===== config.mk =====
export PLATFORM = sky130hd
export DESIGN_NAME = sha3_pad_stage
export DESIGN_NICKNAME = d
export VERILOG_FILES = /design/src/rtl/sha3_pkg.sv /design/src/rtl/sha3_lane_pad.sv /design/src/rtl/sha3_pad_stage.sv
export SDC_FILE = /design/constraint.sdc
export NUM_CORES = 1
export LEC_CHECK = 0
export ABC_AREA = 0
export BUFFER_PORTS_ARGS = -buffer_cell sky130_fd_sc_hd__buf_4
export CAP_MARGIN = 20
export CELL_PAD_IN_SITES_DETAIL_PLACEMENT = 1
export CELL_PAD_IN_SITES_GLOBAL_PLACEMENT = 2
export CORE_AREA = 2 2 448 450
export CTS_CLUSTER_DIAMETER = 100
export CTS_CLUSTER_SIZE = 14
export DETAILED_ROUTE_END_ITERATION = 8
export DIE_AREA = 0 0 450 452
export PLACE_DENSITY_LB_ADDON = 0.12
export SLEW_MARGIN = 30
export SYNTH_ARGS = -nofsm -noshare
export SYNTH_HDL_FRONTEND = slang
export SYNTH_HIERARCHICAL = 1
export SYNTH_SLANG_ARGS = --single-unit

===== constraint.sdc =====
create_clock -name clk -period 3.5 [get_ports clk]
set_clock_uncertainty 0.2 [all_clocks]
set_input_delay 0.175 -clock clk [delete_from_list [all_inputs] [get_ports clk]]
set_output_delay 0.175 -clock clk [all_outputs]
set_load 0.01 [all_outputs]

===== src/rtl/sha3_pkg.sv =====
// Shared definitions for the SHA3-256 pipeline.
// Contents: rate/lane geometry constants, pad-stage FSM encoding, padding byte constants.
// No ports.
package sha3_pkg;

   localparam int unsigned RATE_BITS  = 1088;
   localparam int unsigned LANE_W     = 64;
   localparam int unsigned RATE_LANES = 17;
   localparam int unsigned STATE_BITS = 1600;

   // Pad-stage FSM: FILL collects lanes, EMIT offers a block, PAD builds the extra pad-only block
   typedef enum logic [1:0] {
      StFill = 2'd0,
      StEmit = 2'd1,
      StPad  = 2'd2
   } pad_state_e;

   localparam logic [7:0] SHA3_DOMAIN_BYTE = 8'h06;  // FIPS 202 SHA3 domain + first pad bit
   localparam logic [7:0] KECCAK_PAD_BYTE  = 8'h01;  // original Keccak first pad bit
   localparam logic [7:0] FINAL_PAD_BYTE   = 8'h80;  // closing pad bit in the last rate byte

endpackage


===== src/rtl/sha3_lane_pad.sv =====
// Combinational lane padder: keeps the low nbytes bytes of a lane, zeroes the rest,
// and writes the first padding byte at byte position nbytes (when nbytes < lane bytes).
// Ports:
//   data    in   LANE_W  raw lane, byte k at [8k+7:8k]
//   nbytes  in   4       valid byte count; values above the lane byte count saturate
//   padded  out  LANE_W  masked lane with the padding byte inserted
module sha3_lane_pad #(
   parameter int unsigned LANE_W   = 64,
   parameter logic [7:0]  PAD_BYTE = 8'h06
) (
   input  logic [LANE_W-1:0] data,
   input  logic [3:0]        nbytes,
   output logic [LANE_W-1:0] padded
);

   localparam int unsigned LANE_BYTES = LANE_W / 8;
   localparam logic [3:0]  MAX_BYTES  = 4'(LANE_BYTES);

   logic [3:0] nb_sat;

   always_comb begin
      nb_sat = (nbytes > MAX_BYTES) ? MAX_BYTES : nbytes;
      padded = '0;
      for (int k = 0; k < LANE_BYTES; k++) begin
         if (4'(k) < nb_sat) begin
            padded[8*k +: 8] = data[8*k +: 8];
         end else if (4'(k) == nb_sat) begin
            padded[8*k +: 8] = PAD_BYTE;
         end
      end
   end

endmodule


===== src/rtl/sha3_pad_stage.sv =====
// SHA3 pad stage: assembles 64-bit message lanes into rate blocks, applies multi-rate
// padding and hands blocks to the absorb stage over a valid/ready handshake.
// Build option: define KECCAK_LEGACY_PAD_EN to use 8'h01 (original Keccak) as the first
// padding byte instead of DOMAIN_BYTE.
// Ports:
//   clk, rst_n    clock, asynchronous active-low reset
//   in_data       message lane (valid bytes are the low bytes)
//   in_valid      in_data valid
//   in_last       final lane of the message
//   in_bytes      valid bytes in the final lane (0..8, saturating)
//   in_ready      lane accepted this cycle when high with in_valid
//   block         padded rate block, lane 0 in the top bits
//   block_valid   block offered downstream
//   block_last    block is the final block of the message
//   block_ready   downstream accepts the block
module sha3_pad_stage #(
   parameter int unsigned RATE_LANES  = 17,
   parameter int unsigned LANE_W      = 64,
   parameter logic [7:0]  DOMAIN_BYTE = 8'h06
) (
   input  logic                         clk,
   input  logic                         rst_n,
   input  logic [LANE_W-1:0]            in_data,
   input  logic                         in_valid,
   input  logic                         in_last,
   input  logic [3:0]                   in_bytes,
   output logic                         in_ready,
   output logic [RATE_LANES*LANE_W-1:0] block,
   output logic                         block_valid,
   output logic                         block_last,
   input  logic                         block_ready
);

   import sha3_pkg::*;

   localparam int unsigned     IDX_W      = $clog2(RATE_LANES);
   localparam logic [IDX_W-1:0] LAST_IDX  = IDX_W'(RATE_LANES - 1);
   localparam logic [3:0]      FULL_BYTES = 4'(LANE_W / 8);
`ifdef KECCAK_LEGACY_PAD_EN
   localparam logic [7:0]      FIRST_PAD  = KECCAK_PAD_BYTE;
`else
   localparam logic [7:0]      FIRST_PAD  = DOMAIN_BYTE;
`endif

   // Lane i lives at packed index RATE_LANES-1-i so the buffer maps directly onto block
   logic [RATE_LANES-1:0][LANE_W-1:0] lanes_q, lanes_d;
   pad_state_e                        state_q, state_d;
   logic [IDX_W-1:0]                  lane_idx_q, lane_idx_d;
   logic                              last_q, last_d;
   logic                              pad_pending_q, pad_pending_d;

   logic [LANE_W-1:0] pad_src, padded;
   logic [3:0]        pad_nbytes;

   // PAD reuses the padder on an empty lane to get the first pad byte at byte 0
   assign pad_src    = (state_q == StPad) ? '0 : in_data;
   assign pad_nbytes = (state_q == StPad) ? 4'd0 : in_bytes;

   sha3_lane_pad #(
      .LANE_W   (LANE_W),
      .PAD_BYTE (FIRST_PAD)
   ) u_lane_pad (
      .data   (pad_src),
      .nbytes (pad_nbytes),
      .padded (padded)
   );

   assign block      = lanes_q;
   assign block_last = last_q;

   always_comb begin
      state_d       = state_q;
      lane_idx_d    = lane_idx_q;
      lanes_d       = lanes_q;
      last_d        = last_q;
      pad_pending_d = pad_pending_q;
      in_ready      = (state_q == StFill);
      block_valid   = (state_q == StEmit);

      unique case (state_q)
         StFill: begin
            if (in_valid) begin
               if (in_last) begin
                  lanes_d[LAST_IDX - lane_idx_q] = padded;
                  state_d    = StEmit;
                  lane_idx_d = '0;
                  if (lane_idx_q != LAST_IDX || in_bytes < FULL_BYTES) begin
                     lanes_d[0][LANE_W-1 -: 8] = lanes_d[0][LANE_W-1 -: 8] | FINAL_PAD_BYTE;
                     last_d = 1'b1;
                  end else begin
                     // Full final lane closes the block; padding needs a block of its own
                     last_d        = 1'b0;
                     pad_pending_d = 1'b1;
                  end
               end else begin
                  lanes_d[LAST_IDX - lane_idx_q] = in_data;
                  if (lane_idx_q == LAST_IDX) begin
                     state_d    = StEmit;
                     last_d     = 1'b0;
                     lane_idx_d = '0;
                  end else begin
                     lane_idx_d = lane_idx_q + 1'b1;
                  end
               end
            end
         end
         StEmit: begin
            if (block_ready) begin
               lanes_d = '0;
               last_d  = 1'b0;
               if (pad_pending_q) begin
                  state_d = StPad;
               end else begin
                  state_d    = StFill;
                  lane_idx_d = '0;
               end
            end
         end
         StPad: begin
            lanes_d[LAST_IDX] = padded;
            lanes_d[0][LANE_W-1 -: 8] = lanes_d[0][LANE_W-1 -: 8] | FINAL_PAD_BYTE;
            last_d        = 1'b1;
            pad_pending_d = 1'b0;
            state_d       = StEmit;
         end
         default: begin
            state_d = StFill;
         end
      endcase
   end

   always_ff @(posedge clk or negedge rst_n) begin
      if (!rst_n) begin
         state_q       <= StFill;
         lane_idx_q    <= '0;
         lanes_q       <= '0;
         last_q        <= 1'b0;
         pad_pending_q <= 1'b0;
      end else begin
         state_q       <= state_d;
         lane_idx_q    <= lane_idx_d;
         lanes_q       <= lanes_d;
         last_q        <= last_d;
         pad_pending_q <= pad_pending_d;
      end
   end

endmodule


==> reports/summary.txt, run 1 <==
drt first pass iters = 5
Critical Path Source Type = register
warnings from Yosys = 6
routed vias/inst = 4.88
WP buf/inv = 3
GPL Wtd Cong = 0.774
row count = 164
RSZ-0062 raised after global routing = no
min-delay src = in_last
initial antenna violation count = 14
Tcrit/Tclk final = 0.924
die height = 452 µm
share of layout cells above drive strength 1 = 0.369
H-tree Lvls = 3
worst hold endpoint = block[1079]$_DFFE_PN0P_
PnR worst setup slack = 0.265 ns
dpl hpwl = 174000 µm
Syn Std Cell Area = 41900 µm²
Clock Tree Root = clkbuf_16
worst path cell trace = inv_1 > ha_2 > nor2b_1 > nor2b_1 > ha_2 > nand2b_2 > a21oi_4 > buf_12 > a2111oi_0 > a311oi_1 > dlygate4sd3_1
critical path type = reg -> reg
#FFs+latches synth = 1097
cells after synthesis = 3142
Pins Over Slew Limit = 0
largest net degree at the start of global routing = 108
Critical-path top delay cell = dlygate4sd3_1
setup tns final = 0 ns
DRT antenna net count = 0
register area share after synthesis = 0.655
Crit. path cell count = 11
R2R setup slack = 0.26 ns
grt total ovfl = 0
initial DRC count = 2362
I/O Buffers = 1163
Total GRT Usage = 0.240
Final min period = 3.24 ns
R2R cell count = 11
final hold vios = 0
area grow syn2layout = 40.9%
Post-Place Cells = 6827
Crit. End Element = register
Syn Area/Cell = 13.3 µm²
Syn Nets = 3227
clock slew seen by the registers of the worst setup and hold paths = 0.07 ns
clk sinks = 1097
clk buf depth = 3
Yosys cell types = 54
dominant cell by count in the synthesized netlist = dfrtp_1
Final Routed Wirelength = 251000 µm
core footprint = 199000 µm²
Post-Place Worst Slack = 0.262 ns
CTS tree = done
Clock Latency Late Sink = 0.75 ns
number of synthesized flops with an enable pin = 0
run status = completed
global-route wire length before repair = 339000 µm
Die ar. = 203000 µm²
wire per inst = 35.8 µm
CP Data Arrival Time = 3.68 ns
Filler cells = 21710
Synth area leaders = dfrtp_1 66%, a22o_1 21%, nor2_1 1.8%
PD cells = 641 nW/µm²
fmax = 0.309 GHz
Slew @ Worst Pin = 1.07 ns
Synth top area share = 0.655
dominant synthesized flop cell = dfrtp_1
Max Cap Viol = 0
Worst Path Max Fanout = 16
worst r2r src = lane_idx_q[1]$_DFFE_PN0P_
area leader, netlist = dfrtp_1
worst flop-to-flop path endpoint = block[63]$_DFFE_PN0P_
I/O Pins = 1164
slowest stage delay, CP = 0.57 ns
Hold WC Path Type = in -> reg
ys async rst share = 1.00
gate family responsible for the most delay along the worst path = buffers and inverters
die width = 450 µm
Hold Path Depth = 5
vias = 34224
top cells by count, synth = 1097 x dfrtp_1, 1018 x a22o_1, 206 x nor2_1
Leak = 29.2 nW
Non-Filler Instances = 7017
final net count = 4424
vias in the first global route = 36026
Remaining DRCs = 0
Initial Utilization = 0.211
total CTS buffers = 92
worst endpoint required time = 3.94 ns
Power, Total = 37.8 mW
final setup fails = 0
Worst slew margin = 0.290
Worst VDD drop = 0.000492 V
worst reg2reg max path: stages (launching register included):
cell and delay [ns]:
dfrtp_1 0.38, inv_1 0.12, ha_2 0.24, nor2b_1 0.17
nor2b_1 0.16, ha_2 0.32, nand2b_2 0.25, a21oi_4 0.23
buf_12 0.20, a2111oi_0 0.09, a311oi_1 0.24, dlygate4sd3_1 0.57
cell type report:
class / count / area, µm² / area share
Timing Repair Buffer: 1443 / 12000 / 0.204
Antenna cell: 6 / 15.0 / 0.000254
Inverter: 12 / 45.0 / 0.000763
Multi-Input combinational cell: 1693 / 13500 / 0.229
Tap cell: 2656 / 3320 / 0.0563
Clock buffer: 95 / 2360 / 0.0399
Clock inverter: 15 / 251 / 0.00426
Sequential cell: 1097 / 27500 / 0.465
per-stage QoR:
stage,hold WS [ns],util,area (µm²)
after floorplan,-0.321,-,41900
after CTS,0.00515,0.297,59000
after global routing,0.103,0.297,59000
after detailed placement,0.123,0.280,55600
final,0.0736,0.297,59000
after global placement,0.122,0.280,55500
power breakdown:
| part | switching [mW] | total [mW] | internal, mW |
|---|---|---|---|
| Clock | 5.30 | 10.3 | 5.05 |
| Combinational | 9.21 | 13.1 | 3.93 |
| Sequential | 0.682 | 14.3 | 13.6 |
| Total | 15.2 | 37.8 | 22.6 |
worst max path at each step:
stage                         startpoint                endpoint
3_3_place_gp      state_q[0]$_DFFE_PN0P_  block[416]$_DFFE_PN0P_
2_1_floorplan     state_q[0]$_DFFE_PN0P_  block[225]$_DFFE_PN0P_
5_1_grt        lane_idx_q[0]$_DFFE_PN0P_   block[63]$_DFFE_PN0P_
6_report       lane_idx_q[1]$_DFFE_PN0P_   block[63]$_DFFE_PN0P_
4_1_cts        lane_idx_q[0]$_DFFE_PN0P_   block[63]$_DFFE_PN0P_
3_5_place_dp      state_q[0]$_DFFE_PN0P_  block[482]$_DFFE_PN0P_
timing repair:
item	CTS	global route
endpoints found under the setup margin	0	2
hold buffers	72	0
endpoints found under the hold margin	816	0
buffers inserted	0	2
gates resized for setup	0	5
cell usage in the layout, fill, tap and decap left out, drive strengths merged, types with 2 or more instances in the layout:
cell / count
or2: 3
nand2: 13
and2b: 3
nand3b: 2
dlygate4sd3: 71
nor3: 12
clkbuf: 95
nor2: 207
diode: 6
nor3b: 8
a221o: 7
nor4: 2
inv: 18
nand3: 12
nor2b: 104
ha: 12
and2: 7
mux2: 2
bufinv: 3
a22o: 1018
a21boi: 7
o21ba: 2
dfrtp: 1097
o31ai: 2
a21oi: 143
or3: 3
nand2b: 6
buf: 1372
a31oi: 5
o21ai: 31
nand4: 3
clkinv: 5
o21a: 2
mux2i: 66
kinds of logic after synthesis:
kind of cell             share of synthesized area
AO/OA/AOI/OAI                                0.242
flip-flops                                   0.655
AND/OR/NAND/NOR                             0.0456
buffers and inverters                       0.0368
multiplexers                                0.0163
adder cells (fa/ha/maj)                    0.00358
metal layers:
metal | track usage | wire length, µm | up-vias
li1 | - | - | 14023
met1 | 0.292 | 102000 | 18678
met2 | 0.404 | 122000 | 1214
met3 | 0.0579 | 15800 | 305
met4 | 0.104 | 11700 | 4
met5 | 0 | 26 | -
sequential cells by signal (all words and copies together), names as in the netlist:
name,flops
lane_idx_q,5
pad_pending_q,1
state_q,2
block,1088
block_last,1
Note: power is estimated with default switching activity, not from simulation.
==> inputs of run 2 (changes only) <==
--- a/config.mk
+++ b/config.mk
@@ -15,6 +15,7 @@
 export CTS_CLUSTER_SIZE = 14
 export DETAILED_ROUTE_END_ITERATION = 8
 export DIE_AREA = 0 0 450 452
+export HOLD_SLACK_MARGIN = 0.1
 export PLACE_DENSITY_LB_ADDON = 0.12
 export SLEW_MARGIN = 30
 export SYNTH_ARGS = -nofsm -noshare
==> reports/summary.txt, run 2 (same netlist as run 1, synthesis figures left out) <==
run status = completed
met3 wire length = 15300 µm (-3.4%)
fmax = 0.302 GHz (-2.3%)
setup tns final = 0 ns (unchanged)
I/O Buffers = 1163 (unchanged)
Total GRT Usage = 0.241 (+0.000286)
Clock Latency Late Sink = 0.75 ns (about the same)
Filler cells = 21696 (-0.064%)
grt total ovfl = 0 (unchanged)
total CTS buffers = 92 (unchanged)
area grow syn2layout = 41.7%
Switching Fraction = 0.401 (about the same)
Non-Filler Instances = 7053 (+0.51%)
top routing layer in use = met4
R2R cell count = 11 (unchanged)
Hold WC Path Type = in -> reg
Crit. End Element = register
internal power = 22.7 mW (+0.21%)
Hold Path Depth = 7 (+2)
Die ar. = 203000 µm² (unchanged)
sequential power share = 0.378 (about the same)
worst flop-to-flop path endpoint = block[1084]$_DFFE_PN0P_
WP buf/inv = 4 (+1)
RSZ-0062 raised after global routing = no
routed vias/inst = 4.87 (about the same)
Final Routed Wirelength = 252000 µm (+0.32%)
DR WL met2 = 123000 µm (+0.59%)
R2R setup slack = 0.19 ns (-0.08 ns)
CP Data Arrival Time = 3.72 ns (+0.04 ns)
initial antenna violation count = 12 (-2)
Initial Utilization = 0.211 (unchanged)
PD cells = 638 nW/µm² (-0.43%)
I/O Pins = 1164 (unchanged)
initial DRC count = 2244 (-5.0%)
max reg flops = 1088 (unchanged)
final hold vios = 0 (unchanged)
DRT antenna net count = 0 (unchanged)
wire per inst = 35.8 µm (-0.20%)
min-delay src = in_bytes[0]
die height = 452 µm (unchanged)
largest net degree at the start of global routing = 108 (unchanged)
row count = 164 (unchanged)
Combinational Power Share = 0.349 (+0.002)
Post-Place Cells = 6827 (unchanged)
Critical Path Source Type = register
Max Cap Viol = 0 (unchanged)
vias = 34371 (+0.43%)
Worst Path Max Fanout = 29 (+13)
share of layout cells above drive strength 1 = 0.367 (-0.00247)
GPL Wtd Cong = 0.774 (unchanged)
power share of the clock group = 0.273 (about the same)
metal1 wirelength = 102000 µm (+0.80%)
commonest cells after routing, fill and taps aside = 1292 x buf_4, 1097 x dfrtp_1, 1018 x a22o_1
worst endpoint required time = 3.91 ns (-0.03 ns)
Tcrit/Tclk final = 0.946 (+0.0216)
Remaining DRCs = 0 (unchanged)
dpl hpwl = 174000 µm (unchanged)
global-route wire length before repair = 340000 µm (+0.16%)
most common cell after layout, fill and taps aside = buf_4
Slew @ Worst Pin = 1.04 ns (-0.0295 ns)
Critical-path top delay cell = dlygate4sd3_1
H-tree Lvls = 3 (unchanged)
clock slew seen by the registers of the worst setup and hold paths = 0.07 ns (about the same)
drt first pass iters = 5 (unchanged)
final net count = 4456 (+0.72%)
Worst slew margin = 0.310 (+0.0197)
Pins Over Slew Limit = 0 (unchanged)
Net Sw Power = 15.2 mW (about the same)
worst path cell trace = inv_1 > ha_4 > buf_16 > nor2b_1 > and2_1 > mux2i_1 > dlygate4sd3_1 > nor2_1 > a21oi_1 > dlygate4sd3_1 > a21oi_1
worst hold endpoint = block[1081]$_DFFE_PN0P_
clk buf depth = 3 (unchanged)
core footprint = 199000 µm² (unchanged)
Leak = 29.4 nW (+0.45%)
clk sinks = 1097 (unchanged)
CTS tree = done
worst r2r src = state_q[0]$_DFFE_PN0P_
die width = 450 µm (unchanged)
critical path type = reg -> reg
Clock Tree Root = clkbuf_16
gate family responsible for the most delay along the worst path = buffers and inverters
slowest stage delay, CP = 0.60 ns (+0.03 ns)
final setup fails = 0 (unchanged)
Final min period = 3.31 ns (+0.0756 ns)
Worst VDD drop = 0.000495 V (+0.49%)
vias in the first global route = 36187 (+0.45%)
run 2: cell type report:
type | count | area (µm²) | area share
repair buffers | 1475 | 12400 | 0.208
flip-flops and latches | 1097 | 27500 | 0.462
clock inverters | 15 | 251 | 0.00424
clock buffers | 95 | 2360 | 0.0397
well taps | 2656 | 3320 | 0.0560
inverters | 12 | 45.0 | 0.000759
multi-input cells | 1693 | 13500 | 0.228
diodes | 10 | 25.0 | 0.000422
run 2: worst max path at each step:
| stage | to | startpoint | cells after the start | slack [ns] |
|---|---|---|---|---|
| after global routing | block[1049]$_DFFE_PN0P_ | state_q[0]$_DFFE_PN0P_ | 11 | 0.007 |
| after floorplan | block[225]$_DFFE_PN0P_ | state_q[0]$_DFFE_PN0P_ | 11 | 0.51 |
| final | block[1084]$_DFFE_PN0P_ | state_q[0]$_DFFE_PN0P_ | 11 | 0.19 |
| after detailed placement | block[482]$_DFFE_PN0P_ | state_q[0]$_DFFE_PN0P_ | 10 | 0.26 |
| after global placement | block[416]$_DFFE_PN0P_ | state_q[0]$_DFFE_PN0P_ | 10 | 0.30 |
| after CTS | block[63]$_DFFE_PN0P_ | lane_idx_q[0]$_DFFE_PN0P_ | 11 | 0.05 |
run 2: layer usage:
| metal | up-vias | GRT usage |
|---|---|---|
| li1 | 14097 | - |
| met1 | 18816 | 0.293 |
| met2 | 1158 | 0.405 |
| met3 | 300 | 0.0574 |
| met4 | 0 | 0.103 |
| met5 | - | 0 |
run 2: what timing repair did:
| item | CTS | global route |
|---|---|---|
| setup endpoints to repair | 0 | 3 |
| setup buffers | 0 | 2 |
| hold endpoints to repair | 1564 | 0 |
| resized for setup | 0 | 6 |
| hold buffers | 103 | 0 |
run 2: through the flow:
stage | hold WS, ns | setup WS [ns] | area (µm²) | power (mW) | util
after detailed placement | 0.123 | 0.262 | 55600 | 27.9 | 0.280
after CTS | 0.140 | 0.0543 | 59300 | 38.6 | 0.298
after floorplan | -0.321 | 0.512 | 41900 | 19.8 | -
after global placement | 0.122 | 0.296 | 55500 | 27.9 | 0.280
final | 0.212 | 0.189 | 59400 | 37.9 | 0.299
after global routing | 0.247 | 0.00730 | 59400 | 39.5 | 0.299
run 2: power by group through the flow:
| stage | logic [mW] | clock network [mW] | registers (mW) |
|---|---|---|---|
| floorplan | 5.00 | 0 | 14.8 |
| global placement | 13.3 | 0 | 14.6 |
| detailed placement | 13.4 | 0 | 14.5 |
| CTS | 13.5 | 10.7 | 14.3 |
| global route | 14.0 | 11.1 | 14.4 |
| finish | 13.2 | 10.3 | 14.3 |
run 2: worst min-delay path, cell delays in order:
cell and delay (ns):
buf_4 0.11, nor2b_2 0.19, buf_4 0.17, nand3_1 0.12
o21ai_0 0.11, a21oi_1 0.15, a21oi_1 0.08
==> inputs of run 3 (changes only) <==
--- a/config.mk
+++ b/config.mk
@@ -10,11 +10,11 @@
 export CAP_MARGIN = 20
 export CELL_PAD_IN_SITES_DETAIL_PLACEMENT = 1
 export CELL_PAD_IN_SITES_GLOBAL_PLACEMENT = 2
-export CORE_AREA = 2 2 448 450
+export CORE_AREA = 2 2 449 451
+export CTS_BUF_LIST = sky130_fd_sc_hd__clkbuf_8
 export CTS_CLUSTER_DIAMETER = 100
-export CTS_CLUSTER_SIZE = 14
 export DETAILED_ROUTE_END_ITERATION = 8
-export DIE_AREA = 0 0 450 452
+export DIE_AREA = 0 0 451 453
 export HOLD_SLACK_MARGIN = 0.1
 export PLACE_DENSITY_LB_ADDON = 0.12
 export SLEW_MARGIN = 30
==> reports/summary.txt, run 3 (same netlist as run 1, synthesis figures left out) <==
M3 GR Usage = 0.0631 (+0.00567)
final hold vios = 0 (unchanged)
share of layout cells above drive strength 1 = 0.382 (+0.0149)
Die ar. = 204000 µm² (+0.44%)
Max Cap Viol = 0 (unchanged)
Initial Utilization = 0.210 (-0.000652)
Final Hold Slack = 0.208 ns (-0.00414 ns)
clock slew seen by the registers of the worst setup and hold paths = 0.06 ns (about the same)
most common cell after layout, fill and taps aside = buf_4
row count = 164 (unchanged)
total CTS buffers = 205 (+120%)
commonest cells after routing, fill and taps aside = 1299 x buf_4, 1097 x dfrtp_1, 1018 x a22o_1
GPL Wtd Cong = 0.788 (+1.8%)
vias in the first global route = 37560 (+3.8%)
final net count = 4659 (+4.6%)
Leak = 30.9 nW (+5.2%)
gate family responsible for the most delay along the worst path = compound AO/OA/AOI/OAI gates
PD cells = 666 nW/µm² (+4.3%)
Remaining DRCs = 0 (unchanged)
grt peak-use layer = met2
Hold WC Path Type = in -> reg
Final min period = 3.29 ns (-0.0235 ns)
H-tree Lvls = 4 (+1)
Worst slew margin = 0.322 (+0.0122)
Crit. End Element = register
die width = 451 µm (+0.22%)
Critical Path Source Type = register
grt total ovfl = 0 (unchanged)
vias = 35252 (+2.6%)
Final Routed Wirelength = 247000 µm (-1.9%)
drt first pass iters = 6 (+1)
WP buf/inv = 4 (unchanged)
run status = completed
Crit path top cell by count = buf_4
met2 Use GR = 0.399 (-0.00568)
RSZ-0062 raised after global routing = no
clk sinks = 1097 (unchanged)
Slew @ Worst Pin = 1.02 ns (-0.0182 ns)
max reg flops = 1088 (unchanged)
setup tns final = 0 ns (unchanged)
Worst VDD drop = 0.000664 V (+34%)
Critical-path top delay cell = o21ai_1
routed vias/inst = 4.77 (-2.1%)
final setup fails = 0 (unchanged)
core footprint = 199000 µm² (+0.31%)
fmax = 0.304 GHz (+0.72%)
CTS tree = done
Total GRT Usage = 0.237 (-0.00370)
global-route wire length before repair = 338000 µm (-0.58%)
area grow syn2layout = 47.8%
dpl hpwl = 171000 µm (-1.8%)
worst endpoint required time = 4.13 ns (+0.22 ns)
wire per inst = 33.5 µm (-6.4%)
Clock Tree Root = clkbuf_8
Clock Latency Late Sink = 0.96 ns (+0.21 ns)
DRT antenna net count = 0 (unchanged)
largest net degree at the start of global routing = 80 (-26%)
clk buf depth = 3 (unchanged)
I/O Pins = 1164 (unchanged)
initial antenna violation count = 13 (+1)
Tcrit/Tclk final = 0.939 (-0.00673)
initial DRC count = 2257 (+0.58%)
worst path cell trace = inv_1 > ha_4 > buf_4 > nor2b_2 > buf_4 > o21ai_1 > a21boi_0 > mux2i_1 > nor2_2 > buf_12 > a22o_1
GRT met1 Usage = 0.287 (-0.00648)
I/O Buffers = 1163 (unchanged)
Pins Over Slew Limit = 0 (unchanged)
die height = 453 µm (+0.22%)
Worst Path Max Fanout = 16 (-45%)
CP Data Arrival Time = 3.92 ns (+0.20 ns)
critical path type = reg -> reg
slowest stage delay, CP = 0.51 ns (-0.09 ns)
R2R setup slack = 0.21 ns (+0.02 ns)
-- run 3: layout make-up --
class                   instances  area (µm²)
well taps                    2656        3320
clock buffers                 263        3620
flip-flops and latches       1097       27500
multi-input cells            1693       13600
repair buffers               1565       13200
inverters                      12        45.0
diodes                          7        17.5
clock inverters                99         673
fillers                     21618      137000
-- run 3: where the power goes --
part           total (mW)  internal (mW)  leakage [nW]  switching (mW)
clock network        13.3           7.19          2.45            6.14
registers            14.3           13.7          15.2           0.627
logic                13.6           4.27          13.3            9.33
total                41.2           25.1          30.9            16.1
-- run 3: tightest hold or removal path: stages --
cell           delay (ns)
dlygate4sd3_1        0.57
buf_4                0.12
nor2b_1              0.10
and2_1               0.14
a21oi_1              0.07
a21oi_1              0.13
-- run 3: stage by stage --
step / setup slack (ns) / std cells / util / total power [mW] / area, µm²
global placement: 0.262 / 6836 / 0.280 / 28.1 / 55700
floorplan: 0.512 / 3142 / - / 19.8 / 41900
global route: 0.0129 / 7388 / 0.311 / 43.1 / 61900
finish: 0.213 / 7392 / 0.311 / 41.2 / 61900
detailed placement: 0.231 / 6837 / 0.280 / 28.1 / 55700
CTS: 0.0847 / 7383 / 0.311 / 42.0 / 61900
-- run 3: path summary, 6_finish.rpt --
path / startpoint / cells after the start / endpoint
worst max-delay path: state_q[0]$_DFFE_PN0P_ / 11 / block[224]$_DFFE_PN0P_
worst min-delay path: in_data[62] / 6 / block[1086]$_DFFE_PN0P_
worst max register to register: state_q[0]$_DFFE_PN0P_ / 11 / block[224]$_DFFE_PN0P_
worst min register to register: block[451]$_DFFE_PN0P_ / 1 / block[451]$_DFFE_PN0P_
max in group asynchronous: rst_n / 7 / block[1085]$_DFFE_PN0P_
min in group asynchronous: rst_n / 5 / block[354]$_DFFE_PN0P_
-- run 3: what timing repair did --
action                     in CTS  in global routing
setup endpoints to repair       0                 12
setup buffers                   0                  2
hold endpoints to repair     2193                  0
gates resized for setup         0                  4
hold buffers                  184                  0
-- run 3: routing by layer --
metal	vias up	wire, µm
met2	1232	121000
met5	-	0
met1	19059	99800
met4	0	10800
li1	14625	-
met3	336	15400
